`src/rtl/step_sequencer.sv`:
```
// Step sequencer: plays a NUM_STEPS x 4-bit note pattern at TICKS_PER_STEP cycles per step.
// Latency: start/stop take effect on the edge that samples them; all outputs registered.
// Backpressure: none; free-running playback, pattern writes accepted in any state.
//
// Ports:
//   clk, rst_n              - clock, asynchronous active-low reset (clears pattern and outputs)
//   start, stop             - transport pulses; stop wins when both are high
//   wr_en, wr_step, wr_note - pattern write; codes 9..15 are stored as rest (0)
//   note                    - current note code, {4'b0, code}
//   step_idx, step_pulse    - current step index and one-cycle strobe on step entry
//   playing                 - high while playing
// Optional feature macro: STEP_SEQUENCER_LOOP_EN (defined: wrap to step 0 forever;
// undefined: one-shot, return to idle after the last step).
module step_sequencer #(
    parameter int NUM_STEPS      = 8,
    parameter int TICKS_PER_STEP = 3_000_000
) (
    input  logic                         clk,
    input  logic                         rst_n,
    input  logic                         start,
    input  logic                         stop,
    input  logic                         wr_en,
    input  logic [$clog2(NUM_STEPS)-1:0] wr_step,
    input  logic [3:0]                   wr_note,
    output logic [7:0]                   note,
    output logic [$clog2(NUM_STEPS)-1:0] step_idx,
    output logic                         step_pulse,
    output logic                         playing
);

    localparam int SW = $clog2(NUM_STEPS);
    localparam int CW = $clog2(TICKS_PER_STEP);
    localparam logic [CW-1:0] TICK_LAST = CW'(TICKS_PER_STEP - 1);
    localparam logic [SW-1:0] STEP_LAST = SW'(NUM_STEPS - 1);

    typedef enum logic {
        S_IDLE = 1'b0,
        S_PLAY = 1'b1
    } state_t;

    state_t          r_state;
    state_t          w_state_nxt;
    logic [3:0]      r_pattern [NUM_STEPS];
    logic [CW-1:0]   r_tick;
    logic [SW-1:0]   r_step;
    logic [3:0]      r_note;
    logic            r_pulse;

    logic            w_enter;      // a step entry happens on this edge
    logic [SW-1:0]   w_enter_idx;  // index of the step being entered
    logic            w_to_idle;    // playback ends on this edge
    logic [3:0]      w_wr_code;

    // Out-of-range note codes are stored as rests.
    assign w_wr_code = (wr_note <= 4'd8) ? wr_note : 4'd0;

    // Next-state and step-entry decisions.
    always_comb begin
        w_state_nxt = r_state;
        w_enter     = 1'b0;
        w_enter_idx = '0;
        w_to_idle   = 1'b0;
        case (r_state)
            S_IDLE: begin
                // stop has priority over a simultaneous start
                if (start && !stop) begin
                    w_state_nxt = S_PLAY;
                    w_enter     = 1'b1;
                end
            end
            S_PLAY: begin
                if (stop) begin
                    w_state_nxt = S_IDLE;
                    w_to_idle   = 1'b1;
                end else if (start) begin
                    // restart from step 0
                    w_enter = 1'b1;
                end else if (r_tick == TICK_LAST) begin
                    if (r_step == STEP_LAST) begin
`ifdef STEP_SEQUENCER_LOOP_EN
                        w_enter = 1'b1;
`else
                        w_state_nxt = S_IDLE;
                        w_to_idle   = 1'b1;
`endif
                    end else begin
                        w_enter     = 1'b1;
                        w_enter_idx = r_step + SW'(1);
                    end
                end
            end
            default: begin
                w_state_nxt = S_IDLE;
                w_to_idle   = 1'b1;
            end
        endcase
    end

    always_ff @(posedge clk or negedge rst_n) begin
        if (!rst_n) begin
            r_state <= S_IDLE;
        end else begin
            r_state <= w_state_nxt;
        end
    end

    // Pattern storage. A step entry on the same edge reads the old value
    // because the read below samples r_pattern before this update lands.
    always_ff @(posedge clk or negedge rst_n) begin
        if (!rst_n) begin
            for (int i = 0; i < NUM_STEPS; i++) begin
                r_pattern[i] <= 4'd0;
            end
        end else if (wr_en) begin
            r_pattern[wr_step] <= w_wr_code;
        end
    end

    // Output registers and tick counter. The note is latched only at step entry.
    always_ff @(posedge clk or negedge rst_n) begin
        if (!rst_n) begin
            r_tick  <= '0;
            r_step  <= '0;
            r_note  <= 4'd0;
            r_pulse <= 1'b0;
        end else if (w_enter) begin
            r_tick  <= '0;
            r_step  <= w_enter_idx;
            r_note  <= r_pattern[w_enter_idx];
            r_pulse <= 1'b1;
        end else if (w_to_idle) begin
            r_tick  <= '0;
            r_step  <= '0;
            r_note  <= 4'd0;
            r_pulse <= 1'b0;
        end else begin
            r_pulse <= 1'b0;
            if (r_state == S_PLAY) begin
                r_tick <= r_tick + CW'(1);
            end
        end
    end

    assign note       = {4'b0000, r_note};
    assign step_idx   = r_step;
    assign step_pulse = r_pulse;
    assign playing    = (r_state == S_PLAY);

endmodule

```
`config.mk`:
```
export PLATFORM = sky130hd
export DESIGN_NAME = step_sequencer
export DESIGN_NICKNAME = d
export VERILOG_FILES = /design/src/rtl/step_sequencer.sv
export SDC_FILE = /design/constraint.sdc
export NUM_CORES = 1
export LEC_CHECK = 0
export BUFFER_PORTS_ARGS = -buffer_cell sky130_fd_sc_hd__buf_4
export CAP_MARGIN = 20
export CELL_PAD_IN_SITES_DETAIL_PLACEMENT = 0
export CELL_PAD_IN_SITES_GLOBAL_PLACEMENT = 1
export CORE_ASPECT_RATIO = 0.9
export CORE_UTILIZATION = 51
export DETAILED_ROUTE_END_ITERATION = 10
export PLACE_DENSITY = 0.81
export SKIP_CTS_REPAIR_TIMING = 1
export SLEW_MARGIN = 0
export SYNTH_ARGS = -nofsm -noshare
export SYNTH_HDL_FRONTEND = slang
export SYNTH_SLANG_ARGS = --single-unit
```
`constraint.sdc`:
```
create_clock -name clk -period 5.2 [get_ports clk]
set_input_delay 1.04 -clock clk [delete_from_list [all_inputs] [get_ports clk]]
set_output_delay 1.04 -clock clk [all_outputs]
set_load 0.05 [all_outputs]
```
### Yosys cells after proc, flatten, opt, wreduce, memory -nomap -nowiden

Cells that the tools add are included.

* add/subtract/negate cells: 2
* magnitude comparators: 4
* reduce and logical (&&, ||, !) cells: 5
* bitwise logic cells: 3
* mux-type cells: 35
* eq/ne operators: 2

Operators with widths (count)
* $mux 22: 3
* $bwmux 32: 1
* $mux 4: 6
* $add 22x1->22 const B: 1
* $eq 22x22->1 const B: 1
* $mux 3: 7
* $mux 1: 14
* $bmux 4 s3: 1
* $demux 4 s3: 1
* $ge 4x4->1 const B: 2
* $not 3->4: 2
* $le 4x4->1 const B: 1
* $lt 4x1->1 const B: 1
* $pmux 1 s2: 2
* $add 3x1->3 const B: 1
* $eq 3x3->1 const B: 1
* $reduce_bool 3->1: 1
* $logic_and 1x1->1: 2
* $reduce_bool 2->1: 1
* $logic_not 1->1: 1
* $not 1->1: 1

* word-level logic and storage cells: 64
* output and inout port bits: 13
* register bits after elaboration: 63
* input port bits: 12

### Longest topological paths before layout

Gate-level depths: netlist of run 1.

* depth after elaboration: 11
* mapped depth: 8
* depth with buffers taken out: 7

### Worst setup path after synthesis of run 1

Ideal clock, no wire load.

* kind: input to register
* start: input port start
* end: register r_note[0]
* arrival time: 2.331 ns
* setup time: 0.134 ns
* path buffers: 0
* data required time: 5.066 ns
* slack: 2.735 ns
* cell stages on the path: 5
* cells stage by stage: or4bb_1 > nor4_2 > nand3_1 > o311ai_0 > o211ai_1

* longest elaborated chain between the ends: 8
* elaborated cells on any way between the ends: 17
* those cells by class: mux: 14; bitwise: 1; reduce/logical: 2

Ends and longest elaborated chain
* from (decl): line 20 `input logic start,`
* $mux 3: line 75 `end else if (start) begin`
* $mux 3: line 72 `if (stop) begin`
* $mux 3: line 63 `case (r_state)`
* $not 3->4 (implied by the code): line 129 `r_note <= r_pattern[w_enter_idx];`
* $bmux 4 s3: line 129
* $mux 4 (implied by the code) (2 in a row): line 129
* $mux 4: line 126 `end else if (w_enter) begin`
* to (signal assigned): line 129
* to (decl): line 46 `logic [3:0] r_note;`

Parallel ways exist; a longest one is shown, timed or not. The select of a mux whose other input is x is not followed.
A chain may end at the register's enable or synchronous reset.

### Worst setup path after layout of run 1

* start: register r_step[0] (netlist: step_idx[0])
* end: register r_note[1]

* longest elaborated chain between the ends: 11
* elaborated cells on any way between the ends: 23
* those cells by class: add/sub: 1; eq/ne: 1; mux: 19; bitwise: 1; reduce/logical: 1

Ends and longest elaborated chain
* from (decl): line 45 `logic [SW-1:0] r_step;`
* from (signal assigned): line 128 `r_step <= w_enter_idx;`
* $add 3x1->3 / $eq 3x3->1 (equally long branches): line 88, 79
* $mux 3: line 79 `if (r_step == STEP_LAST) begin`
* $mux 3: line 78 `end else if (r_tick == TICK_LAST) begin`
* $mux 3: line 75
* $mux 3: line 72
* $mux 3: line 63
* $not 3->4 (implied by the code): line 129
* $bmux 4 s3: line 129
* $mux 4 (implied by the code) (2 in a row): line 129
* $mux 4: line 126

Parallel ways exist; a longest one is shown, timed or not. The select of a mux whose other input is x is not followed.

==> flow_summary.toml, run 1 <==
[yosys]
synth_top_area_share_pct = 48.0
synth_area_leaders = "dfrtp_1 (48%), mux2_2 (5.5%), xnor2_1 (4.3%)"
synth_seq_area_share_pct = 48.0
synth_edf_count = 0
yosysWarnings = 0
synth_seq_cells = 63
ys.flop_type = "dfrtp_1"
synth_cell_types = 52
ys_top_cells_by_count = "dfrtp_1 (63), nand2_1 (33), nor2_1 (31)"
synthCells = 326
synth.most_common_cell = "dfrtp_1"
yosysTopAreaCell = "dfrtp_1"
synthArstFlopShare_pct = 100
syn_area_um2 = 3290
syn_area_per_cell_um2 = 10.1

[power]
p_leak_uw = 0.00160
swShare_pct = 26.7
p_comb_share_pct = 11.6
peakVddDrop_v = 0.000166
clkPwrFrac_pct = 38.3
power.switching_uw = 295
p_int_uw = 810
fin_total_pwr_uw = 1110
sequentialPowerShare_pct = 50.1
power_density_nw_per_um2 = 299

[route]
wl_per_cell_um = 16.6
dr.pass1.iters = 4
drc = 0
ant_nets = 0
drt_iter0_drc = 256
via_count = 2538
wl_um = 7350
vias_per_cell = 5.73

[timing]
post-route-period-util_pct = 53.9
rsz0062_at_grt = "false"
relSlewSlack_pct = 40.2
worst_slew_pin_slew_ps = 884
setup_tns_ps = 0
fin_skew_ps = 11.1
hold_viol = 0
period_minus_slack_ps = 2800
setup_viol = 0
max_freq_ghz = 0.357
slew_viol_final = 0

[clock_tree]
clkTransAtPathRegs_ps = 70
cts_buffer_depth = 2
cts_made_buffers = 9
htree_levels = 3
clkLatencyLatePin_ps = 350
cts_tree = "done"
cts.sinks = 63
ctsRootBufferMaster = "clkbuf_8"

[floorplanning]
num_rows = 27
ios = 25
dieArea_um2 = 6770
die_y_um = 78.2
die_w_um = 86.6
coreArea_um2 = 6180
initial_core_util_pct = 53.2

[placement]
numPortBuffers = 20
dpl_cell_area_um2 = 3510
dp_hpwl_um = 5050
place.gp.congestion = 0.774

[hold_path]
hp-start = "r_pattern[6]$_DFFE_PN0P_"
min_path_type = "reg -> reg"

[setup_path]
crit_path_end_kind = "flip-flop"
critPathArrivalTime_ps = 3020
startpoint = "step_idx[0]$_DFFE_PN0P_"
r2r_start = "step_idx[0]$_DFFE_PN0P_"
worstSetupPathType = "reg -> reg"
critPathLaunchType = "flip-flop"
cp.required_ps = 5420
worstPathMaxFanout = 13

[final_layout]
fill_cells = 549
area_delta_synth_final_pct = 12.6
drive_gt1_share_pct = 17.7
multiInputGateArea_um2 = 1640
fin_nets = 366
fin_area_um2 = 3700
seqCellArea_um2 = 1580
antenna_cells = 0

[global_routing]
antenna_found_initial = 0
grt_usage_pct = 23.9
grt_max_degree = 64
grt-ovfl-total = 0
grt_pass1_wl_um = 12100
grt_pass1_vias = 2357

[run_status]
status = "finished clean"

[job]
max_cap_violations = 0
[worst max-delay path: stages (launching register included)]
cell and delay, ps:
dfrtp_1 460, ha_1 600, or4bb_1 540, nor4_2 640, nand3_1 150, o211ai_1 170, o211ai_1 120
[path summary, 6_finish.rpt]
check / end / slack [ps] / cells after the start
max in group asynchronous: r_pattern[25]$_DFFE_PN0P_ / 3890 / 1
setup / recovery: r_note[1]$_DFFE_PN0P_ / 2400 / 6
setup reg to reg: r_note[1]$_DFFE_PN0P_ / 2400 / 6
hold / removal: r_pattern[6]$_DFFE_PN0P_ / 480 / 2
hold reg to reg: r_pattern[6]$_DFFE_PN0P_ / 480 / 2
min in group asynchronous: r_tick[1]$_DFFE_PN0P_ / 750 / 1
[state kept, by name, indices dropped and copies added (netlist names)]
| signal | count |
|---|---|
| playing | 1 |
| step_pulse | 1 |
| r_note | 4 |
| step_idx | 3 |
| r_pattern | 32 |
| r_tick | 22 |
[stage by stage]
step	util, %	setup WS [ps]	std cells	hold WS [ps]
2_1_floorplan	-	2730	329	449
3_3_place_gp	56.8	2390	427	461
3_5_place_dp	56.8	2320	427	469
4_1_cts	59.8	2430	443	485
5_1_grt	59.8	2180	443	511
6_report	59.8	2400	443	480
[final cells by class]
cell class / instances / share of cell area (%)
multi-input cells: 251 / 44.4
flip-flops and latches: 63 / 42.6
repair buffers: 22 / 4.46
clock buffers: 12 / 3.92
well taps: 87 / 2.94
clock inverters: 4 / 1.22
inverters: 4 / 0.406
[power groups by stage]
stage               Combinational (uW)  Sequential [uW]  Clock (uW)
floorplan                         70.4              571           0
detailed placement                 129              562           0
global route                       142              558         453
CTS                                129              553         434
global placement                   127              561           0
finish                             128              554         423
[kinds of logic after synthesis]
group	count (synthesis)	share of synthesized area (%)
compound gates	50	10.1
fa+ha+maj	3	1.14
simple gates	150	25.1
other cells	1	0.114
buf+inv	15	2.36
xor+xnor	20	5.33
mux	24	7.92
flops	63	48.0
[metal layers]
| metal | part of all wire, % | vias up | track usage [%] |
|---|---|---|---|
| li1 | - | 1226 | - |
| met1 | 54 | 1241 | 37.5 |
| met2 | 41 | 65 | 31.0 |
| met3 | 4.1 | 6 | 6.31 |
| met4 | 0.80 | 0 | 8.50 |
| met5 | 0 | - | 0 |
[placed cells by master (no fill, tap or decap), types with 3 or more instances in the layout]
cell / n
nand2_1: 33
a21oi_1: 7
ha_1: 3
buf_4: 22
xor2_1: 4
nand4_1: 7
clkinv_2: 3
mux2_2: 16
mux2i_1: 8
nor4_1: 6
conb_1: 4
nor2b_1: 5
nor4b_1: 3
a21boi_0: 3
xnor2_1: 16
o311ai_0: 3
inv_1: 4
nand2b_1: 5
clkbuf_8: 10
nand3_1: 17
nor2_1: 31
o211ai_1: 6
dfrtp_1: 63
o21ai_0: 21
nor3_1: 19
nand4b_1: 4
(Power assumes the default switching activity.)
==> inputs of run 2 (changes only) <==
--- a/config.mk
+++ b/config.mk
@@ -5,14 +5,15 @@
 export SDC_FILE = /design/constraint.sdc
 export NUM_CORES = 1
 export LEC_CHECK = 0
+export ABC_AREA = 1
 export BUFFER_PORTS_ARGS = -buffer_cell sky130_fd_sc_hd__buf_4
 export CAP_MARGIN = 20
 export CELL_PAD_IN_SITES_DETAIL_PLACEMENT = 0
 export CELL_PAD_IN_SITES_GLOBAL_PLACEMENT = 1
 export CORE_ASPECT_RATIO = 0.9
-export CORE_UTILIZATION = 51
+export CORE_UTILIZATION = 45
 export DETAILED_ROUTE_END_ITERATION = 10
-export PLACE_DENSITY = 0.81
+export PLACE_DENSITY = 0.75
 export SKIP_CTS_REPAIR_TIMING = 1
 export SLEW_MARGIN = 0
 export SYNTH_ARGS = -nofsm -noshare
==> constraint.sdc (replaced) <==
create_clock -name clk -period 2.9 [get_ports clk]
set_input_delay 0.58 -clock clk [delete_from_list [all_inputs] [get_ports clk]]
set_output_delay 0.58 -clock clk [all_outputs]
set_load 0.05 [all_outputs]
==> flow_summary.toml, run 2 <==
[power]
p_leak_uw = 0.00171
peakVddDrop_v = 0.000363
power_density_nw_per_um2 = 550

[clock_tree]
cts.sinks = 63
cts_made_buffers = 9
clkLatencyLatePin_ps = 350
cts_tree = "done"
ctsRootBufferMaster = "clkbuf_8"
cts_buffer_depth = 2
clkTransAtPathRegs_ps = 70
htree_levels = 3

[route]
wl_per_cell_um = 15.2
ant_nets = 0
vias_per_cell = 5.35
wl_um = 8020
drc = 0
dr.pass1.iters = 4
via_count = 2815
drt_iter0_drc = 215

[floorplanning]
num_rows = 29
die_y_um = 83.6
die_w_um = 92.7
ios = 25
coreArea_um2 = 7110
dieArea_um2 = 7760
initial_core_util_pct = 46.9

[timing]
post-route-period-util_pct = 72.6
worst_slack_ps = 793
setup_tns_ps = 0
relSlewSlack_pct = 46.8
hold_viol = 0
worst_slew_pin_slew_ps = 792
slew_viol_final = 0
rsz0062_at_grt = "false"
setup_viol = 0
period_minus_slack_ps = 2110
fin_skew_ps = 10.6
max_freq_ghz = 0.475

[final_layout]
reg.largest.list = "r_pattern (32), r_tick (22), r_note (4)"
area_delta_synth_final_pct = 12.1
fin_nets = 444
multiInputGateArea_um2 = 1550
seqCellArea_um2 = 1580
fill_cells = 727
antenna_cells = 0
layout_commonest_cell = "nand2_1"
largest_register_ffs = 32
top_register = "r_pattern"
fin_cells = 526
drive_gt1_share_pct = 13.9
mostFrequentLayoutCells = "nand2_1 (82), dfrtp_1 (63), nand3_1 (50)"

[setup_path]
r2r_start = "r_tick[1]$_DFFE_PN0P_"
crit_path_end_kind = "flip-flop"
cp.required_ps = 3170
startpoint = "r_tick[1]$_DFFE_PN0P_"
worstSetupPathType = "reg -> reg"
worstPathMaxFanout = 21
critPathArrivalTime_ps = 2380
critPathLaunchType = "flip-flop"

[global_routing]
antenna_found_initial = 0
grt_pass1_wl_um = 13700
grt_max_degree = 64
grt-ovfl-total = 0
grt_pass1_vias = 2696
grt_usage_pct = 23.0

[placement]
place.gp.congestion = 0.810
dp.cells = 511
dp_hpwl_um = 5550
preCtsSetupSlack_ps = 804
numPortBuffers = 20

[yosys]
syn_area_per_cell_um2 = 8.25
syn_area_um2 = 3330
synthArstFlopShare_pct = 100
yosysWarnings = 0
synth_area_leaders = "dfrtp_1 (47%), nand2_1 (9.2%), nand3_1 (7.5%)"
synth_edf_count = 0
ys_top_cells_by_count = "nand2_1 (82), dfrtp_1 (63), nand3_1 (50)"
synth_seq_cells = 63
ys.flop_type = "dfrtp_1"
synth_cell_types = 34
synth_seq_area_share_pct = 47.3
yosysTopAreaCell = "dfrtp_1"
synthCells = 404
synth_top_area_share_pct = 47.3
synth.most_common_cell = "nand2_1"

[run_status]
status = "finished clean"

[hold_path]
min_path_type = "in -> async"

[job]
max_cap_violations = 0
## run 2: final timing paths
path | to | slack, ps | cells after the start
min in group clk | r_pattern[18]$_DFFE_PN0P_ | 490 | 2
hold reg to reg | r_pattern[18]$_DFFE_PN0P_ | 490 | 2
max in group asynchronous | r_tick[21]$_DFFE_PN0P_ | 2050 | 1
setup / recovery | step_idx[0]$_DFFE_PN0P_ | 790 | 11
hold / removal | r_pattern[24]$_DFFE_PN0P_ | 310 | 1
setup reg to reg | step_idx[0]$_DFFE_PN0P_ | 790 | 11
## run 2: worst max-delay path: stages, from the launching register on
cell	delay, ps
dfrtp_1	380
ha_1	190
nand2_1	120
nor2_2	160
nand3b_4	120
nor2_8	290
nand3_1	140
nand2_2	120
nand2_4	100
nand2_4	230
nor2_1	60
a21oi_1	120
## run 2: layout make-up
type,count,area share (%)
clock buffer,12,4.15
clock inverter,3,1.14
inverter,34,3.42
multi-input combinational,298,41.4
sequential,63,42.2
tap,93,3.11
timing repair buffer,23,4.62
## run 2: logic make-up after synthesis
group / share of synthesized area (%)
simple gates: 35.1
flops: 47.3
compound gates: 7.02
buf+inv: 6.68
xor+xnor: 2.63
fa+ha+maj: 1.13
other cells: 0.113
## run 2: metrics by stage
step                      util, %  instance area [um^2]  total power, uW  hold WS (ps)
after CTS                    52.5                  3740             2070           351
after detailed placement     49.8                  3540             1290           474
after global placement       49.8                  3540             1290           470
final                        52.5                  3740             2050           311
after global routing         52.5                  3740             2160           382
after floorplan                 -                  3340             1200           284
## run 2: per-layer routing
| layer | GRT usage, % | wire, um | vias up |
|---|---|---|---|
| met4 | 6.29 | 93 | 0 |
| li1 | - | - | 1404 |
| met5 | 0 | 0 | - |
| met3 | 5.56 | 430 | 10 |
| met1 | 36.0 | 4090 | 1332 |
| met2 | 31.2 | 3400 | 69 |
## run 2: report_power, final
group	switching [uW]	total, uW	internal, uW
Clock	342	780	438
Sequential	50.6	1010	957
Combinational	184	267	83.5
